===== config.mk =====
export PLATFORM = sky130hd
export DESIGN_NAME = lab4_issue_sequencer
export DESIGN_NICKNAME = d
export VERILOG_FILES = /design/src/rtl/lab4_issue_sequencer.sv
export SDC_FILE = /design/constraint.sdc
export NUM_CORES = 1
export LEC_CHECK = 0
export CAP_MARGIN = 20
export CORE_UTILIZATION = 58
export CTS_CLUSTER_DIAMETER = 60
export DETAILED_ROUTE_END_ITERATION = 8
export HOLD_SLACK_MARGIN = 0.12
export PLACE_DENSITY = 0.89
export SYNTH_ARGS = -nofsm -noshare
export SYNTH_HDL_FRONTEND = slang
export SYNTH_SLANG_ARGS = --single-unit

===== constraint.sdc =====
create_clock -name CLK -period 4.4 [get_ports CLK]
set_clock_uncertainty 0.15 [all_clocks]
set_input_delay 0.44 -clock CLK [delete_from_list [all_inputs] [get_ports CLK]]
set_output_delay 0.44 -clock CLK [all_outputs]
set_load 0.02 [all_outputs]

===== src/rtl/lab4_issue_sequencer.sv =====
`default_nettype none
// ============================================================================
// Module   : lab4_issue_sequencer
// Purpose  : FIFO-buffered instruction issue sequencer for the regfile/ALU path
// Revision : 1.0
// ============================================================================
module lab4_issue_sequencer #(
    parameter int DEPTH = 4,
    parameter int CNT_W = 16
) (
    input  logic             CLK,
    input  logic             RST,
    input  logic             in_valid,
    output logic             in_ready,
    input  logic [16:0]      in_instr,
    input  logic             hold,
    output logic [4:0]       A1,
    output logic [4:0]       A2,
    output logic [4:0]       A3,
    output logic [1:0]       opcode,
    output logic             WE3,
    output logic             busy,
    output logic [CNT_W-1:0] issued_count
);

    localparam int c_ADDR_W = $clog2(DEPTH);
    localparam logic [c_ADDR_W:0] c_FULL = (c_ADDR_W+1)'(DEPTH);

    typedef enum logic [1:0] {
        S_IDLE  = 2'd0,
        S_RUN   = 2'd1,
        S_PAUSE = 2'd2
    } state_t;

    state_t              r_state;
    logic [16:0]         r_mem [DEPTH];
    logic [c_ADDR_W-1:0] r_wptr;
    logic [c_ADDR_W-1:0] r_rptr;
    logic [c_ADDR_W:0]   r_occ;
    logic [4:0]          r_a1;
    logic [4:0]          r_a2;
    logic [4:0]          r_a3;
    logic [1:0]          r_op;
    logic                r_we3;
    logic [CNT_W-1:0]    r_cnt;

    logic                w_push;
    logic                w_pop;
    logic [c_ADDR_W:0]   w_occ_next;
    logic [16:0]         w_head;

    // No full-bypass: readiness depends only on the current occupancy.
    assign in_ready   = (r_occ != c_FULL);
    assign w_push     = in_valid && in_ready;
    assign w_pop      = (r_state == S_RUN) && !hold && (r_occ != '0);
    assign w_occ_next = r_occ + (c_ADDR_W+1)'(w_push) - (c_ADDR_W+1)'(w_pop);
    assign w_head     = r_mem[r_rptr];

    always_ff @(posedge CLK) begin
        if (!RST && w_push) begin
            r_mem[r_wptr] <= in_instr;
        end
    end

    always_ff @(posedge CLK) begin
        if (RST) begin
            r_state <= S_IDLE;
            r_wptr  <= '0;
            r_rptr  <= '0;
            r_occ   <= '0;
            r_a1    <= '0;
            r_a2    <= '0;
            r_a3    <= '0;
            r_op    <= '0;
            r_we3   <= 1'b0;
            r_cnt   <= '0;
        end else begin
            r_occ <= w_occ_next;
            if (w_push) begin
                r_wptr <= r_wptr + c_ADDR_W'(1);
            end
            if (w_pop) begin
                r_op   <= w_head[16:15];
                r_a3   <= w_head[14:10];
                r_a1   <= w_head[9:5];
                r_a2   <= w_head[4:0];
                r_we3  <= 1'b1;
                r_rptr <= r_rptr + c_ADDR_W'(1);
                r_cnt  <= r_cnt + CNT_W'(1);
            end else begin
                r_we3  <= 1'b0;
            end

            case (r_state)
                S_IDLE: begin
                    if (w_occ_next != '0) r_state <= S_RUN;
                end
                S_RUN: begin
                    if (hold)                    r_state <= S_PAUSE;
                    else if (w_occ_next == '0)   r_state <= S_IDLE;
                end
                S_PAUSE: begin
                    // Resuming takes one edge with no issue.
                    if (!hold) r_state <= S_RUN;
                end
                default: r_state <= S_IDLE;
            endcase
        end
    end

    assign A1           = r_a1;
    assign A2           = r_a2;
    assign A3           = r_a3;
    assign opcode       = r_op;
    assign WE3          = r_we3;
    assign issued_count = r_cnt;
    assign busy         = (r_occ != '0) || r_we3;

endmodule
`default_nettype wire


==> impl_metrics.ini, run 1 <==
[floorplanning]
ioPinCount = 57
row_count = 31
die_h_um = 88.28
start_util_pct = 59.85
core_um2 = 7214
die_x_um = 88.28
dieArea_um2 = 7793

[clock_tree]
post_cts_buffers = 0
clk_pin_slew_worst_paths_ns = 0.11
clock_latency_ns = 0.36
cts_sinks = 111
cts_root_buf = clkbuf_8
numCtsBuffers = 9
cts_resized = 0
clock_path_buffers = 2
h-tree-depth = 3
cts_hold_buf = 0
cts_tree = done

[global_routing]
antenna_found_initial = 0
overflow = 0
grt_max_degree = 45
grt_pass1_vias = 2501
grt_pass1_wl_um = 12480
track_usage_pct = 22.18

[drt]
vias = 2619
drt-pass1-iter-count = 4
wl_per_cell_um = 16.83
drcViolationCount = 0
routed_wl_um = 7876
drtIter0Drc = 85
drtAntennaViolNets = 0
vias_per_cell = 5.596

[worst_setup_path]
crit_arrival_ns = 2.78
cp-start-kind = flop
crit_path_top_delay_cell = or3_1
critical_path_class = reg2reg
rr_startpoint = r_occ[1]
path_buf_inv = 2
crit_chain = or3_1 > nand3_1 > inv_1 > ha_1 > inv_1 > ha_1 > fa_1 > xnor2_1 > xnor2_1 > a211oi_1
slowest_delay_ns = 0.48
worstPathRequired_ns = 4.53
worst-path-stages = 10
r2r_cells = 10
reg2reg_setup_slack_ns = 1.75
end_kind = flop
cp-startpoint = r_occ[1]
cp-endpoint = r_state[0]
r2r-end = r_state[0]
cpLargestDelayFamily = adder cells
crit_fanout = 6

[place]
gp_congestion = 0.8160
hpwl_um = 5301
io_buffers = 56
preCtsSetupSlack_ns = 1.567
dp_cells = 452

[synthesis]
synth_nets = 336
yosysTopAreaCell = edfxtp_1
ys_seq_area_share_pct = 67.23
yosysUniqueCellTypes = 37
syn_inst = 307
synth-seq-cells = 111
netlist.area_leader.share_pct = 47.29
synthTopCellsByArea = edfxtp_1 47%, dfxtp_1 20%, mux4_2 8.9%
yosysWarnings = 0
synth_area_per_cell_um2 = 14.06
syn_area_um2 = 4318

[final_layout]
stdcell_count = 468
synthToLayoutAreaGrowth_pct = 19.01
fin_nets = 393
diodes = 0
layout-drive-gt1-share_pct = 11.38

[sta]
finalSetupViolations = 0
rsz0062_at_grt = no
fmax_ghz = 0.3767
maxSlewViolCount = 0
worst_pin_slew_ns = 0.9416
layout_min_cycle_time_ns = 2.655
setup_slack_ns = 1.745
fin_crit_sh_pct = 60.34
setup_tns_ns = 0
finalHoldViolations = 0
slew_headroom_pct = 37.23

[power_and_ir_drop]
ir_drop_uv = 237.9
power_mw = 2.253
power_leakage_nw = 1.633
power.density_nw_per_um2 = 438.4

[job]
cap_violations = 0

[worst_hold_path]
hold_class = reg2reg

[run_status]
status = finished, final reports clean
[layout make-up]
| type | count | area, µm² |
|---|---|---|
| sequential | 111 | 2903 |
| fill | 484 | 2076 |
| multi-input combinational | 176 | 1319 |
| timing repair buffer | 60 | 590.6 |
| clock buffer | 10 | 127.6 |
| tap | 99 | 123.9 |
| clock inverter | 6 | 52.55 |
| inverter | 6 | 22.52 |
[layer usage]
layer  wire [µm]  vias to the layer above  global-route usage [%]
met1        3287                     1302                   28.75
met5           0                        -                       0
met4          99                        0                   7.331
met3         338                        9                   4.571
met2        4151                       65                   37.76
li1            -                     1243                       -
[synthesized netlist by cell type (all sizes together)]
| library cell | instances |
|---|---|
| edfxtp | 68 |
| nand2 | 46 |
| dfxtp | 43 |
| a21oi | 28 |
| mux4 | 17 |
| nor2 | 15 |
| or3 | 8 |
| xnor2 | 8 |
| clkbuf | 7 |
| ha | 7 |
| nand4 | 7 |
| buf | 6 |
| inv | 6 |
| nand3 | 5 |
| o21ai | 5 |
| xor2 | 5 |
| and2 | 4 |
| or4 | 3 |
| and4 | 2 |
| nor2b | 2 |
| nor3 | 2 |
| nor4 | 2 |
| o31ai | 2 |
| a211oi | 1 |
| and3 | 1 |
| and4bb | 1 |
| dlygate4sd1 | 1 |
| fa | 1 |
| nand2b | 1 |
| nand4bb | 1 |
| nor3b | 1 |
| or3b | 1 |
[sequential cells by signal (all words and copies together) (netlist names)]
| name | cells |
|---|---|
| r_mem | 68 |
| issued_count | 16 |
| A1 | 5 |
| A2 | 5 |
| A3 | 5 |
| r_occ | 3 |
| opcode | 2 |
| r_rptr | 2 |
| r_state | 2 |
| r_wptr | 2 |
| WE3 | 1 |
[placed cells by master, fill, tap and decap left out, types with 4 or more instances in the layout]
cell | synthesis | routed
and2_1 | 4 | 4
clkdlybuf4s50_1 | 0 | 56
ha_1 | 7 | 7
nor2_1 | 15 | 15
xor2_1 | 5 | 5
buf_4 | 0 | 4
xnor2_1 | 8 | 8
nand3_1 | 4 | 4
or3_1 | 8 | 8
edfxtp_1 | 68 | 68
inv_1 | 6 | 6
a21oi_1 | 28 | 28
clkbuf_8 | 1 | 9
dfxtp_1 | 43 | 43
mux4_2 | 17 | 17
nand4_1 | 7 | 7
nand2_1 | 46 | 46
o21ai_0 | 5 | 5
[report_power, final]
group	switching [mW]	internal, mW
registers	0.0519	1.18
logic	0.243	0.211
clock network	0.345	0.217
[tightest hold or removal path, stage by stage (launching register included)]
cell and delay (ns):
dfxtp_1 0.33, nand2_1 0.05, a21oi_1 0.05
[logic make-up after synthesis]
group	Yosys count	synth area share, %
and+or+nand+nor	102	12.20
xor gates and xnor gates	13	2.637
buffers and inverters	20	2.231
DFF	111	67.23
muxes	17	8.867
adders and majority gates	8	2.492
AOI/OAI and AO/OA	36	4.346
[metrics by stage]
step,hold slack [ns],utilization [%],cell area [µm²]
after global routing,0.3336,71.23,5139
after floorplan,0.3192,-,4318
after global placement,0.2952,68.73,4959
after detailed placement,0.2986,68.73,4959
after CTS,0.3136,71.23,5139
final,0.3115,71.23,5139
[how the worst min path moves through the flow]
stage / from / to / slack, ns / cells after the start
6_report: A1[0] / A1[0] / 0.31 / 2
5_1_grt: A1[3] / A1[3] / 0.33 / 2
4_1_cts: A1[0] / A1[0] / 0.31 / 2
3_5_place_dp: A1[0] / A1[0] / 0.30 / 2
3_3_place_gp: A2[2] / A2[2] / 0.30 / 2
2_1_floorplan: r_wptr[1] / r_wptr[1] / 0.32 / 2
No activity file was read; power rests on OpenSTA's default activity.
==> inputs of run 2 (changes only) <==
CORE_UTILIZATION = 54   (was 58)
PLACE_DENSITY = 0.84   (was 0.89)
clock period = 2.5 ns   (was 4.4 ns; I/O delays follow)
==> run 2 against run 1 <==
Compared with the run above:
- sequential cell count stayed put
- clock power is 80% higher
- non-clock buffer count is 13 higher
- maximum frequency is 8.7% higher
- sequential share of layout area is 1.9 points lower
- first-iteration DRC count is 75% higher
- critical path type unchanged
- sequential power is 76% higher
- total power is 85% higher
- via count is 1.1% higher
- routed wire length is 3.8% higher
- final area is 3.7% higher
- global-route usage is 1.6 points lower
==> impl_metrics.ini, run 2 (synthesis results as in run 1) <==
[sta]
layout_min_cycle_time_ns = 2.443
slew_headroom_pct = 64.86
maxSlewViolCount = 0
worst_pin_slew_ns = 0.5231
rsz0062_at_grt = no
holdWs_ns = 0.3134
fmax_ghz = 0.4093
fin_crit_sh_pct = 97.73
finalSetupViolations = 0
finalHoldViolations = 0

[power_and_ir_drop]
pwr-share-comb_pct = 23.8
power.density_nw_per_um2 = 783.8
power_mw = 4.176
clockPowerShare_pct = 24.1
internal-power_mw = 2.967
power_leakage_nw = 1.715
power_switching_mw = 1.209
p_seq_share_pct = 52.1
sw_frac_of_total_pct = 28.95
ir_drop_uv = 551.2

[place]
dp_cells = 467
io_buffers = 56
hpwl_um = 5288
gp_congestion = 0.7541

[worst_hold_path]
hold_class = reg2reg

[clock_tree]
cts_hold_buf = 0
clk_pin_slew_worst_paths_ns = 0.11
clock_path_buffers = 2
cts_tree = done
h-tree-depth = 3
clock_latency_ns = 0.36
numCtsBuffers = 9
cts_root_buf = clkbuf_8
cts_sinks = 111

[final_layout]
largest-register = r_mem
layout_commonest_cell = edfxtp_1
fin_nets = 406
largest_reg_flops = 68
diodes = 0
fill_cells = 534
mostFrequentLayoutCells = 68 x edfxtp_1, 56 x clkdlybuf4s50_1, 46 x nand2_1
stdcell_count = 484
synthToLayoutAreaGrowth_pct = 23.38
layout-drive-gt1-share_pct = 17.80

[drt]
routed_wl_um = 8177
drtIter0Drc = 149
wl_per_cell_um = 16.89
drt-pass1-iter-count = 4
drcViolationCount = 0
vias = 2647
vias_per_cell = 5.469
drtAntennaViolNets = 0

[global_routing]
grt_max_degree = 44
antenna_found_initial = 0
track_usage_pct = 20.58
grt_pass1_wl_um = 12840
overflow = 0
grt_pass1_vias = 2669

[worst_setup_path]
critical_path_class = reg2reg
worstPathRequired_ns = 2.63
cp-start-kind = flop
crit_fanout = 4
end_kind = flop
crit_arrival_ns = 2.58

[floorplanning]
core_um2 = 7727
die_x_um = 91.42
start_util_pct = 55.88
row_count = 32
die_h_um = 91.42
ioPinCount = 57
dieArea_um2 = 8358

[run_status]
status = finished, final reports clean

[job]
cap_violations = 0
run 2: cell types whose count changed in the layout (fill, tap and decap cells not counted), sizes merged:
cell / previous run / this run
clkbuf: 10 / 9
inv: 9 / 10
clkinv: 2 / 3
clkinvlp: 1 / 0
buf: 4 / 17
run 2: routing by layer:
layer  wire length [µm]  up-vias  track usage, %
met5                  0        -               0
met4                 72        0           8.069
met3                305       11           3.099
met2               4362       72           37.09
met1               3437     1292           24.70
li1                   -     1272               -
run 2: cell type report:
cell class	instances	area, µm²	share of cell area (%)
flip-flops and latches	111	2908	54.58
inverters	6	22.52	0.4227
clock buffers	9	123.9	2.325
well taps	102	127.6	2.395
multi-input cells	176	1381	25.93
repair buffers	73	700.7	13.15
clock inverters	7	63.81	1.198
run 2: path summary, 6_finish.rpt:
path / slack, ns / endpoint / start / depth (start not counted)
worst max-delay path: 0.06 / r_state[0] / r_occ[2] / 10
worst min register to register: 0.31 / A1[2] / A1[2] / 2
worst min-delay path: 0.31 / A1[2] / A1[2] / 2
worst max register to register: 0.06 / r_state[0] / r_occ[2] / 10
run 2: power by group through the flow:
stage	combinational (mW)	clock [mW]	sequential, mW
detailed placement	0.934	0	2.21
floorplan	0.564	0	2.24
global placement	0.898	0	2.20
CTS	0.974	1.03	2.17
finish	0.992	1.01	2.18
global route	1.07	1.10	2.19
run 2: repair_timing:
action	CTS	global route
buffers inserted	0	1
resized for setup	2	4
pin swaps	1	2
endpoints found under the setup margin	1	2
run 2: stage by stage:
stage / instance area, µm² / setup TNS [ns] / worst slack, ns / util (%)
after detailed placement: 5106 / -0.05099 / -0.04857 / 66.08
after global routing: 5328 / 0 / 0.009461 / 68.94
final: 5328 / 0 / 0.05678 / 68.94
after floorplan: 4379 / -0.1615 / -0.1117 / -
after CTS: 5306 / 0 / 0.01162 / 68.67
after global placement: 5106 / 0 / 0.03363 / 66.08
run 2: worst max-delay path, stage by stage, from the launching register on:
cell	delay, ns
dfxtp_4	0.37
or3_4	0.39
nand3_2	0.09
inv_2	0.05
ha_4	0.25
inv_2	0.03
ha_4	0.15
fa_2	0.36
xnor2_2	0.16
xnor2_2	0.16
a211oi_2	0.20
